### src/rtl/i2c_txn_arbiter_pkg.sv
`default_nettype none
// ============================================================================
//  Module      : i2c_txn_arbiter_pkg
//  Description : Shared definitions for the I2C transaction sequencers.
//                Arbiter state encoding and the default completion timeout.
//  Revision    : 1.0  initial release
// ============================================================================
package i2c_txn_arbiter_pkg;

    // Arbiter / sequencer phase encoding. Other I2C sequencers reuse it.
    typedef enum logic [1:0] {
        ARB_IDLE   = 2'd0,
        ARB_LAUNCH = 2'd1,
        ARB_WAIT   = 2'd2,
        ARB_RESP   = 2'd3
    } arb_state_e;

    // Clock cycles allowed from start pulse to controller completion.
    localparam int DEFAULT_TIMEOUT_CYCLES = 200000;

endpackage
`default_nettype wire

### src/rtl/i2c_txn_arbiter_rr_priority_pick.sv
`default_nettype none
// ============================================================================
//  Module      : rr_priority_pick
//  Description : Combinational round-robin pick. Returns the first set bit of
//                req when scanning rr_ptr, rr_ptr+1, ... (mod NUM_REQ).
//  Ports       : req        - request vector
//                rr_ptr     - index with highest priority
//                win_onehot - one-hot winner (0 when no request)
//                win_idx    - winner index (0 when no request)
//                win_valid  - at least one request present
//  Revision    : 1.0  initial release
// ============================================================================
module rr_priority_pick
    import i2c_txn_arbiter_pkg::*;
#(
    parameter int NUM_REQ = 4
) (
    input  logic [NUM_REQ-1:0]         req,
    input  logic [$clog2(NUM_REQ)-1:0] rr_ptr,
    output logic [NUM_REQ-1:0]         win_onehot,
    output logic [$clog2(NUM_REQ)-1:0] win_idx,
    output logic                       win_valid
);

    localparam int IDXW = $clog2(NUM_REQ);

    // One extra bit so rr_ptr + offset cannot overflow before the wrap.
    logic [IDXW:0] cand;

    // Scan from the furthest offset down to offset 0, so the candidate
    // closest to rr_ptr is the last assignment and therefore wins.
    always_comb begin
        win_idx   = '0;
        win_valid = 1'b0;
        cand      = '0;
        for (int off = NUM_REQ - 1; off >= 0; off--) begin
            cand = {1'b0, rr_ptr} + (IDXW+1)'(off);
            if (cand >= (IDXW+1)'(NUM_REQ)) begin
                cand = cand - (IDXW+1)'(NUM_REQ);
            end
            if (req[cand[IDXW-1:0]]) begin
                win_idx   = cand[IDXW-1:0];
                win_valid = 1'b1;
            end
        end
    end

    assign win_onehot = win_valid ? (NUM_REQ'(1) << win_idx) : '0;

endmodule
`default_nettype wire

### src/rtl/i2c_txn_arbiter.sv
`default_nettype none
// ============================================================================
//  Module      : i2c_txn_arbiter
//  Description : Shares one I2C controller between NUM_REQ clients. Picks a
//                client round-robin, latches its transaction, pulses the
//                controller start, supervises completion with a timeout and
//                returns a one-cycle done/err pulse to the owner.
//  Ports       : clock, reset_n (sync, active-low)
//                req/req_rw/req_addr/req_data/req_bytes - client side
//                gnt/done/err                            - per-client status
//                ctrl_init/rw/address/data/bytesend/abort - to controller
//                ctrl_done/ctrl_err                      - from controller
//  Revision    : 1.0  initial release
// ============================================================================
module i2c_txn_arbiter
    import i2c_txn_arbiter_pkg::*;
#(
    parameter int NUM_REQ        = 4,
    parameter int ADDR_SIZE      = 7,
    parameter int TIMEOUT_CYCLES = DEFAULT_TIMEOUT_CYCLES
) (
    input  logic                           clock,
    input  logic                           reset_n,
    input  logic [NUM_REQ-1:0]             req,
    input  logic [NUM_REQ-1:0]             req_rw,
    input  logic [NUM_REQ*ADDR_SIZE-1:0]   req_addr,
    input  logic [NUM_REQ*32-1:0]          req_data,
    input  logic [NUM_REQ*4-1:0]           req_bytes,
    output logic [NUM_REQ-1:0]             gnt,
    output logic [NUM_REQ-1:0]             done,
    output logic [NUM_REQ-1:0]             err,
    output logic                           ctrl_init,
    output logic                           ctrl_rw,
    output logic [ADDR_SIZE-1:0]           ctrl_address,
    output logic [31:0]                    ctrl_data,
    output logic [3:0]                     ctrl_bytesend,
    output logic                           ctrl_abort,
    input  logic                           ctrl_done,
    input  logic                           ctrl_err
);

    localparam int IDXW = $clog2(NUM_REQ);
    localparam int TW   = $clog2(TIMEOUT_CYCLES);
    localparam logic [TW-1:0]   TMO_LAST = TW'(TIMEOUT_CYCLES - 1);
    localparam logic [IDXW-1:0] IDX_LAST = IDXW'(NUM_REQ - 1);

    arb_state_e           state_q,  state_d;
    logic [IDXW-1:0]      rr_ptr_q, rr_ptr_d;
    logic [IDXW-1:0]      win_q,    win_d;
    logic [NUM_REQ-1:0]   owner_q,  owner_d;
    logic                 ok_q,     ok_d;
    logic [TW-1:0]        timer_q,  timer_d;
    logic                 rw_q,     rw_d;
    logic [ADDR_SIZE-1:0] addr_q,   addr_d;
    logic [31:0]          data_q,   data_d;
    logic [3:0]           bytes_q,  bytes_d;

    logic [NUM_REQ-1:0]   pick_onehot;
    logic [IDXW-1:0]      pick_idx;
    logic                 pick_valid;

    rr_priority_pick #(
        .NUM_REQ    (NUM_REQ)
    ) u_pick (
        .req        (req),
        .rr_ptr     (rr_ptr_q),
        .win_onehot (pick_onehot),
        .win_idx    (pick_idx),
        .win_valid  (pick_valid)
    );

    always_comb begin
        state_d    = state_q;
        rr_ptr_d   = rr_ptr_q;
        win_d      = win_q;
        owner_d    = owner_q;
        ok_d       = ok_q;
        timer_d    = timer_q;
        rw_d       = rw_q;
        addr_d     = addr_q;
        data_d     = data_q;
        bytes_d    = bytes_q;
        ctrl_abort = 1'b0;
        case (state_q)
            ARB_IDLE: begin
                if (pick_valid) begin
                    win_d   = pick_idx;
                    owner_d = pick_onehot;
                    rw_d    = req_rw[pick_idx];
                    addr_d  = req_addr[pick_idx*ADDR_SIZE +: ADDR_SIZE];
                    data_d  = req_data[pick_idx*32 +: 32];
                    bytes_d = req_bytes[pick_idx*4 +: 4];
                    state_d = ARB_LAUNCH;
                end
            end
            ARB_LAUNCH: begin
                timer_d = '0;
                state_d = ARB_WAIT;
            end
            ARB_WAIT: begin
                // Saturate rather than wrap so a stuck controller can never
                // alias back to an early count.
                if (timer_q != '1) begin
                    timer_d = timer_q + 1'b1;
                end
                // Priority: controller error, then completion, then timeout.
                if (ctrl_err) begin
                    ok_d    = 1'b0;
                    state_d = ARB_RESP;
                end else if (ctrl_done) begin
                    ok_d    = 1'b1;
                    state_d = ARB_RESP;
                end else if (timer_q == TMO_LAST) begin
                    ctrl_abort = 1'b1;
                    ok_d       = 1'b0;
                    state_d    = ARB_RESP;
                end
            end
            ARB_RESP: begin
                // Start the next scan just past the client served now so it
                // cannot win again unless nobody else is asking.
                rr_ptr_d = (win_q == IDX_LAST) ? '0 : win_q + 1'b1;
                state_d  = ARB_IDLE;
            end
            default: begin
                state_d = ARB_IDLE;
            end
        endcase
    end

    always_ff @(posedge clock) begin
        if (!reset_n) begin
            state_q  <= ARB_IDLE;
            rr_ptr_q <= '0;
            win_q    <= '0;
            owner_q  <= '0;
            ok_q     <= 1'b0;
            timer_q  <= '0;
            rw_q     <= 1'b0;
            addr_q   <= '0;
            data_q   <= '0;
            bytes_q  <= '0;
        end else begin
            state_q  <= state_d;
            rr_ptr_q <= rr_ptr_d;
            win_q    <= win_d;
            owner_q  <= owner_d;
            ok_q     <= ok_d;
            timer_q  <= timer_d;
            rw_q     <= rw_d;
            addr_q   <= addr_d;
            data_q   <= data_d;
            bytes_q  <= bytes_d;
        end
    end

    assign gnt           = (state_q != ARB_IDLE) ? owner_q : '0;
    assign done          = (state_q == ARB_RESP && ok_q)  ? owner_q : '0;
    assign err           = (state_q == ARB_RESP && !ok_q) ? owner_q : '0;
    assign ctrl_init     = (state_q == ARB_LAUNCH);
    assign ctrl_rw       = rw_q;
    assign ctrl_address  = addr_q;
    assign ctrl_data     = data_q;
    assign ctrl_bytesend = bytes_q;

endmodule
`default_nettype wire

### config.mk
export PLATFORM = sky130hd
export DESIGN_NAME = i2c_txn_arbiter
export DESIGN_NICKNAME = d
export VERILOG_FILES = /design/src/rtl/i2c_txn_arbiter_pkg.sv /design/src/rtl/i2c_txn_arbiter_rr_priority_pick.sv /design/src/rtl/i2c_txn_arbiter.sv
export SDC_FILE = /design/constraint.sdc
export NUM_CORES = 1
export LEC_CHECK = 0
export BUFFER_PORTS_ARGS = -buffer_cell sky130_fd_sc_hd__buf_2
export CORE_MARGIN = 4
export CORE_UTILIZATION = 44
export CTS_BUF_LIST = sky130_fd_sc_hd__clkbuf_2 sky130_fd_sc_hd__clkbuf_4 sky130_fd_sc_hd__clkbuf_8
export DETAILED_ROUTE_END_ITERATION = 8
export PLACE_DENSITY = 0.81
export SYNTH_ARGS = -nofsm -noshare
export SYNTH_HDL_FRONTEND = slang
export SYNTH_SLANG_ARGS = --single-unit
### constraint.sdc
create_clock -name clock -period 3.2 [get_ports clock]
set_clock_uncertainty 0.15 [all_clocks]
set_input_delay 0.32 -clock clock [delete_from_list [all_inputs] [get_ports clock]]
set_output_delay 0.32 -clock clock [all_outputs]
set_load 0.05 [all_outputs]
==> results of run 1 <==
==> cell type report <==
| cell class | instances | share of cell area, % |
|---|---|---|
| Multi-Input combinational cell | 335 | 44.0 |
| Sequential cell | 73 | 25.8 |
| Timing Repair Buffer | 249 | 23.0 |
| Clock buffer | 12 | 2.81 |
| Tap cell | 108 | 2.39 |
| Clock inverter | 4 | 1.33 |
| Inverter | 9 | 0.597 |
| Antenna cell | 2 | 0.0884 |
==> stage by stage <==
stage          std cells  util (%)  hold WS, ns  power [mW]
2_1_floorplan        447         -        0.290        2.59
3_3_place_gp         774      61.0        0.290        3.06
4_1_cts              790      63.6       0.0905        3.96
3_5_place_dp         774      61.0        0.292        3.12
5_1_grt              792      63.7        0.129        4.14
6_report             792      63.7        0.113        3.93
==> logic make-up (layout without fill, tap and decap cells) <==
logic type,Yosys count,count (layout)
mux,91,91
simple gates,146,146
flops,73,73
xor+xnor,15,15
fa+ha+maj,6,6
buf+inv,39,274
compound gates,77,77
other cells,0,2
==> final timing paths <==
path	from	end	cells after the start
worst min-delay path	ctrl_done	ok_q$_SDFFE_PN0P_	3
worst max register to register	state_q[0]$_SDFFE_PN0P_	ctrl_data[16]$_SDFFE_PN0P_	6
worst min register to register	win_q[1]$_SDFFE_PN0P_	win_q[1]$_SDFFE_PN0P_	2
worst max-delay path	timer_q[0]$_SDFFE_PN0P_	ctrl_abort	6
==> placed cells by master (no fill, tap or decap), types with 8 or more instances in the layout <==
master    count
nand2_1      61
mux2i_1      91
clkbuf_8     11
xnor2_1       9
nor2b_1       8
a21oi_1       9
nand3_1       8
buf_2       241
inv_1         8
dfxtp_1      73
nor2_1       25
o221ai_1     44
==> registers in the layout, summed over array words and instances (netlist names) <==
signal / cells
ctrl_data: 32
rr_ptr_q: 2
owner_q: 4
state_q: 2
ok_q: 1
ctrl_rw: 1
win_q: 2
timer_q: 18
ctrl_bytesend: 4
ctrl_address: 7
==> worst max-delay path: stages, from the launching register on <==
cell	delay [ns]
dfxtp_1	0.39
ha_1	0.22
and4_1	0.26
nand4_1	0.11
or4b_1	0.55
nor3_1	0.19
buf_2	0.29
==> power by group through the flow <==
| stage | Combinational (mW) | Sequential [mW] | Clock (mW) |
|---|---|---|---|
| 2_1_floorplan | 0.679 | 1.91 | 0 |
| 3_3_place_gp | 1.80 | 1.26 | 0 |
| 3_5_place_dp | 1.84 | 1.27 | 0 |
| 4_1_cts | 1.85 | 1.26 | 0.851 |
| 5_1_grt | 1.95 | 1.29 | 0.895 |
| 6_report | 1.84 | 1.26 | 0.834 |
==> synthesized netlist by cell type, types with 2 or more instances <==
| master | count |
|---|---|
| a2111oi_1 | 2 |
| a21o_1 | 2 |
| a21oi_1 | 9 |
| and2_1 | 4 |
| and3_1 | 5 |
| and4_1 | 3 |
| buf_2 | 16 |
| clkbuf_1 | 11 |
| dfxtp_1 | 73 |
| dlygate4sd1_1 | 2 |
| ha_1 | 6 |
| inv_1 | 8 |
| mux2i_1 | 91 |
| nand2_1 | 61 |
| nand2b_1 | 4 |
| nand3_1 | 9 |
| nand3b_1 | 2 |
| nand4_1 | 3 |
| nor2_1 | 26 |
| nor2b_1 | 8 |
| nor3_1 | 6 |
| nor4_1 | 2 |
| nor4b_1 | 2 |
| o2111ai_1 | 3 |
| o211ai_1 | 3 |
| o21ai_0 | 2 |
| o221ai_1 | 44 |
| o22ai_1 | 2 |
| or3_1 | 2 |
| xnor2_1 | 9 |
| xor2_1 | 6 |
==> routing by layer <==
metal | track usage, % | vias up | part of all wire (%)
met5 | 0 | - | 0
met4 | 8.81 | 0 | 2.0
met3 | 7.89 | 20 | 7.8
met2 | 42.7 | 164 | 52
met1 | 26.4 | 2002 | 38
li1 | - | 2127 | -
==> impl_metrics.py, run 1 <==
metrics = {
    "outcome": {
        "status": "finished, final reports clean",
    },
    "place": {
        "pre_cts_slack_ns": 0.756,
        "placed_cell_area_um2": 5420,
        "finalWeightedCongestion": 0.865,
        "port_buffers": 241,
        "dp_hpwl_um": 11000,
    },
    "logic_synthesis": {
        "ys.flop_type": "dfxtp_1",
        "ys_seq_area_share_pct": 35.6,
        "synth.area.top_cells": "dfxtp_1 (36%), mux2i_1 (22%), o221ai_1 (9.4%)",
        "synth_top_area_share_pct": 35.6,
        "synth-simple-area-share_pct": 17.5,
        "ys_warn_count": 0,
        "syn_area_um2": 4110,
        "synthAdderAreaFrac_pct": 1.83,
        "synthArstFlopShare_pct": 0,
        "syn_nets": 637,
        "netlist-cell-type-count": 52,
        "avgSynthCellArea_um2": 9.19,
        "synth_top_area_cell": "dfxtp_1",
        "synth_top_family_by_area": "multiplexers",
        "synth_xor_area_share_pct": 3.20,
        "postSynthCellCount": 447,
        "synth_seq_cells": 73,
        "synth_edf_count": 0,
        "synth-compound-area-share_pct": 15.3,
        "synth.area.mux_share_pct": 22.2,
    },
    "detailed_routing": {
        "routed_wl_um": 13800,
        "dr.pass1.iters": 4,
        "vias_per_cell": 5.45,
        "drtIter0Drc": 157,
        "drc": 0,
        "wire_per_inst_um": 17.4,
        "detail-route-antenna-nets": 0,
        "vias": 4313,
    },
    "power": {
        "p_leak_nw": 2.60,
        "powerDensity_nw_per_um2": 695,
        "p_comb_share_pct": 46.7,
        "clkPwrFrac_pct": 21.2,
        "p_seq_share_pct": 32.1,
        "power_switching_share_pct": 45.1,
        "internal_power_mw": 2.16,
        "p_sw_mw": 1.77,
        "peakVddDrop_v": 0.000458,
    },
    "setup_path": {
        "crit_fanout": 4,
        "cp-end-kind": "primary output",
        "worstPathArrival_ns": 2.35,
        "worstSetupPathType": "flop to primary output",
        "worst-r2r-setup-slack_ns": 0.80,
        "cp-start-kind": "flop",
        "worstPathRequired_ns": 2.73,
    },
    "cells_and_area": {
        "nets": 867,
        "multi_input_area_um2": 2490,
        "area_growth_pct": 37.8,
        "fillers": 783,
        "fin_area_um2": 5660,
        "regArea_um2": 1460,
        "layout-drive-gt1-share_pct": 40.6,
    },
    "floorplanning": {
        "io_pins": 242,
        "dieArea_um2": 10900,
        "row_count": 34,
        "die_h_um": 105,
        "start_util_pct": 46.2,
        "coreArea_um2": 8890,
        "die-width_um": 105,
    },
    "job": {
        "drv_cap": 0,
    },
    "clock_tree": {
        "postCtsSetupBuffers": 0,
        "cts_resized": 0,
        "ctsRootBufferMaster": "clkbuf_8",
        "cts_max_path_buffers": 2,
        "cts_tree": "done",
        "cts.clk_slew.worst_paths_ns": 0.07,
        "worstSkewPairLatency_ns": 0.34,
        "cts_buffers": 9,
        "htree_num_levels": 3,
        "cts_hold_buf": 0,
        "clock_sinks": 73,
    },
    "sta": {
        "tightest_slew_ns": 0.710,
        "max_freq_mhz": 355,
        "setup_ws_ns": 0.384,
        "report.final.setup_viol": 0,
        "fin_crit_ns": 2.82,
        "slew_viol_final": 0,
        "fin_crit_sh_pct": 88.0,
        "finalHoldViolCount": 0,
        "grt_setup_unrepaired": "false",
        "fin_tns_setup_ns": 0,
        "maxSlewHeadroom_pct": 52.3,
    },
    "global_routing": {
        "grt_usage_pct": 23.9,
        "grt_pass1_wl_um": 21500,
        "grt-ovfl-total": 0,
        "grt_pass1_vias": 4517,
        "antenna_found_initial": 2,
        "grt_max_degree": 44,
    },
    "worst_hold_path": {
        "hold_class": "primary input to flop",
    },
}
(Power assumes the default switching activity.)
==> run 2: changes to the inputs <==
--- a/config.mk
+++ b/config.mk
@@ -5,12 +5,13 @@
 export SDC_FILE = /design/constraint.sdc
 export NUM_CORES = 1
 export LEC_CHECK = 0
+export ABC_AREA = 1
 export BUFFER_PORTS_ARGS = -buffer_cell sky130_fd_sc_hd__buf_2
 export CORE_MARGIN = 4
 export CORE_UTILIZATION = 44
 export CTS_BUF_LIST = sky130_fd_sc_hd__clkbuf_2 sky130_fd_sc_hd__clkbuf_4 sky130_fd_sc_hd__clkbuf_8
 export DETAILED_ROUTE_END_ITERATION = 8
-export PLACE_DENSITY = 0.81
+export PLACE_DENSITY = 0.77
 export SYNTH_ARGS = -nofsm -noshare
 export SYNTH_HDL_FRONTEND = slang
 export SYNTH_SLANG_ARGS = --single-unit
==> impl_metrics.py, run 2 <==
metrics = {
    "setup_path": {
        "worstPathRequired_ns": 3.34,
        "worst-r2r-setup-slack_ns": 0.73,
        "worstPathArrival_ns": 2.61,
        "reg2reg_depth": 12,
        "regToRegEndpoint": "ctrl_data[11]$_SDFFE_PN0P_",
        "worstSetupPathType": "flop to flop",
        "crit_fanout": 33,
        "cp-end-kind": "flop",
        "cp-start-kind": "flop",
        "timing.rr.start": "rr_ptr_q[0]$_SDFFE_PN0N_",
    },
    "floorplanning": {
        "row_count": 37,
        "io_pins": 242,
        "dieArea_um2": 12700,
        "start_util_pct": 46.0,
        "coreArea_um2": 10500,
        "die-width_um": 113,
        "die_h_um": 113,
    },
    "sta": {
        "fin_crit_sh_pct": 77.2,
        "tightest_slew_ns": 0.641,
        "max_freq_mhz": 405,
        "finalHoldViolCount": 0,
        "maxSlewHeadroom_pct": 57.2,
        "slew_viol_final": 0,
        "fin_crit_ns": 2.47,
        "fin_tns_setup_ns": 0,
        "grt_setup_unrepaired": "false",
        "report.final.setup_viol": 0,
    },
    "logic_synthesis": {
        "synth_common_cells": "nand3_1 (149), nand2_1 (142), nor2_1 (125), dfxtp_1 (73), nand4_1 (65)",
        "synth.area.mux_share_pct": 0,
        "synthArstFlopShare_pct": 0,
        "avgSynthCellArea_um2": 6.25,
        "post-synth-top-count-cell": "nand3_1",
        "synth_edf_count": 0,
        "postSynthCellCount": 773,
        "netlist-cell-type-count": 33,
        "synth_xor_area_share_pct": 0.181,
        "synth_top_area_cell": "dfxtp_1",
        "synth-simple-area-share_pct": 48.5,
        "synth-compound-area-share_pct": 9.09,
        "syn_area_um2": 4830,
        "synth_top_family_by_area": "simple AND/OR/NAND/NOR gates",
        "ys_seq_area_share_pct": 30.3,
        "synthAdderAreaFrac_pct": 1.55,
        "synth.area.top_cells": "dfxtp_1 (30%), nand3_1 (15%), nand2_1 (11%)",
        "ys_warn_count": 0,
        "synth_seq_cells": 73,
        "synth_top_area_share_pct": 30.3,
        "syn_nets": 963,
        "ys.flop_type": "dfxtp_1",
    },
    "detailed_routing": {
        "vias": 6076,
        "dr.pass1.iters": 5,
        "drtIter0Drc": 627,
        "drc": 0,
        "vias_per_cell": 5.45,
        "routed_wl_um": 17100,
        "wire_per_inst_um": 15.3,
        "detail-route-antenna-nets": 0,
    },
    "clock_tree": {
        "postCtsSetupBuffers": 0,
        "cts_hold_buf": 0,
        "cts_tree": "done",
        "ctsRootBufferMaster": "clkbuf_8",
        "cts.clk_slew.worst_paths_ns": 0.08,
        "clock_sinks": 73,
        "htree_num_levels": 3,
        "cts_max_path_buffers": 2,
        "cts_buffers": 9,
        "cts_resized": 0,
        "worstSkewPairLatency_ns": 0.34,
    },
    "cells_and_area": {
        "fin_util_pct": 58.9,
        "layout-drive-gt1-share_pct": 28.7,
        "largest_register_ffs": 32,
        "area_growth_pct": 28.1,
        "nets": 1164,
        "antenna_cells": 0,
        "fillers": 1049,
        "instances_no_fill": 1115,
        "final_cell_mix": "buf_2 (241), nand3_1 (149), nand2_1 (142)",
        "final_common_cell": "buf_2",
    },
    "worst_hold_path": {
        "min_from": "ctrl_done",
        "holdPathEnd": "ok_q$_SDFFE_PN0P_",
        "min_path_cells": 3,
        "hold_class": "primary input to flop",
    },
    "place": {
        "dp.cells": 1099,
        "port_buffers": 241,
        "finalWeightedCongestion": 0.931,
        "dp_hpwl_um": 12600,
    },
    "power": {
        "powerDensity_nw_per_um2": 933,
        "p_leak_nw": 3.03,
        "peakVddDrop_v": 0.000602,
    },
    "global_routing": {
        "antenna_found_initial": 1,
        "grt_usage_pct": 25.7,
        "grt_pass1_vias": 5606,
        "grt_pass1_wl_um": 27100,
        "grt-ovfl-total": 0,
        "grt_max_degree": 79,
    },
    "job": {
        "drv_cap": 0,
    },
    "outcome": {
        "status": "finished, final reports clean",
    },
}
[run 2: worst max path at each step]
stage | slack [ns] | to | cells past startpoint | start
final | 0.73 | ctrl_data[11]$_SDFFE_PN0P_ | 12 | rr_ptr_q[0]$_SDFFE_PN0N_
after global routing | 0.42 | ctrl_data[0]$_SDFFE_PN0P_ | 12 | rr_ptr_q[0]$_SDFFE_PN0N_
after CTS | 0.70 | ctrl_data[5]$_SDFFE_PN0P_ | 12 | rr_ptr_q[0]$_SDFFE_PN0N_
after detailed placement | 0.70 | ctrl_data[5]$_SDFFE_PN0P_ | 12 | rr_ptr_q[0]$_SDFFE_PN0N_
after global placement | 0.78 | ctrl_data[5]$_SDFFE_PN0P_ | 12 | rr_ptr_q[0]$_SDFFE_PN0N_
after floorplan | 0.66 | ctrl_abort | 5 | timer_q[0]$_SDFFE_PN0P_
[run 2: logic make-up (layout without fill, tap and decap cells)]
| logic type | after synthesis | after routing |
|---|---|---|
| AND/OR/NAND/NOR | 509 | 509 |
| buffers and inverters | 100 | 306 |
| AO/OA/AOI/OAI | 84 | 84 |
| flip-flops | 73 | 73 |
| adder cells (fa/ha/maj) | 6 | 6 |
| XOR/XNOR | 1 | 1 |
[run 2: layout make-up]
class	count	area, um2	area share (%)
clock buffers	14	180	2.91
clock inverters	2	35.0	0.566
inverters	41	156	2.53
multi-input cells	600	2880	46.6
flip-flops and latches	73	1460	23.6
well taps	136	170	2.75
repair buffers	249	1300	21.1
[run 2: report_power, final]
| part | internal [mW] | switching [mW] | leakage [nW] |
|---|---|---|---|
| Sequential | 1.18 | 0.147 | 0.601 |
| Combinational | 1.01 | 2.65 | 2.32 |
| Clock | 0.441 | 0.341 | 0.114 |
| Total | 2.63 | 3.14 | 3.03 |
[run 2: worst max-delay path, cell delays in order, from the launching register on]
cell     delay [ns]
dfxtp_1        0.51
nand2_1        0.12
nand3_1        0.16
nand2_1        0.12
inv_2          0.08
nand2_1        0.06
nand2_2        0.09
nand2_4        0.21
nor2_4         0.57
nand2_1        0.12
nand2_1        0.09
nor2_1         0.04
nor2_1         0.08
[run 2: layer usage]
metal	routed length, um	vias up	global-route usage [%]
li1	-	3035	-
met1	7010	2729	31.7
met2	8240	277	44.2
met3	1430	33	5.78
met4	405	2	8.73
met5	7	-	0
[run 2: stage by stage]
| stage | setup slack, ns | hold WS (ns) | power [mW] | cell area [um2] |
|---|---|---|---|---|
| 2_1_floorplan | 0.658 | 0.297 | 4.25 | 4830 |
| 4_1_cts | 0.702 | 0.0786 | 5.78 | 6190 |
| 3_5_place_dp | 0.698 | 0.316 | 4.99 | 5970 |
| 6_report | 0.729 | 0.0888 | 5.77 | 6190 |
| 5_1_grt | 0.417 | 0.0836 | 6.23 | 6190 |
| 3_3_place_gp | 0.784 | 0.321 | 4.97 | 5970 |
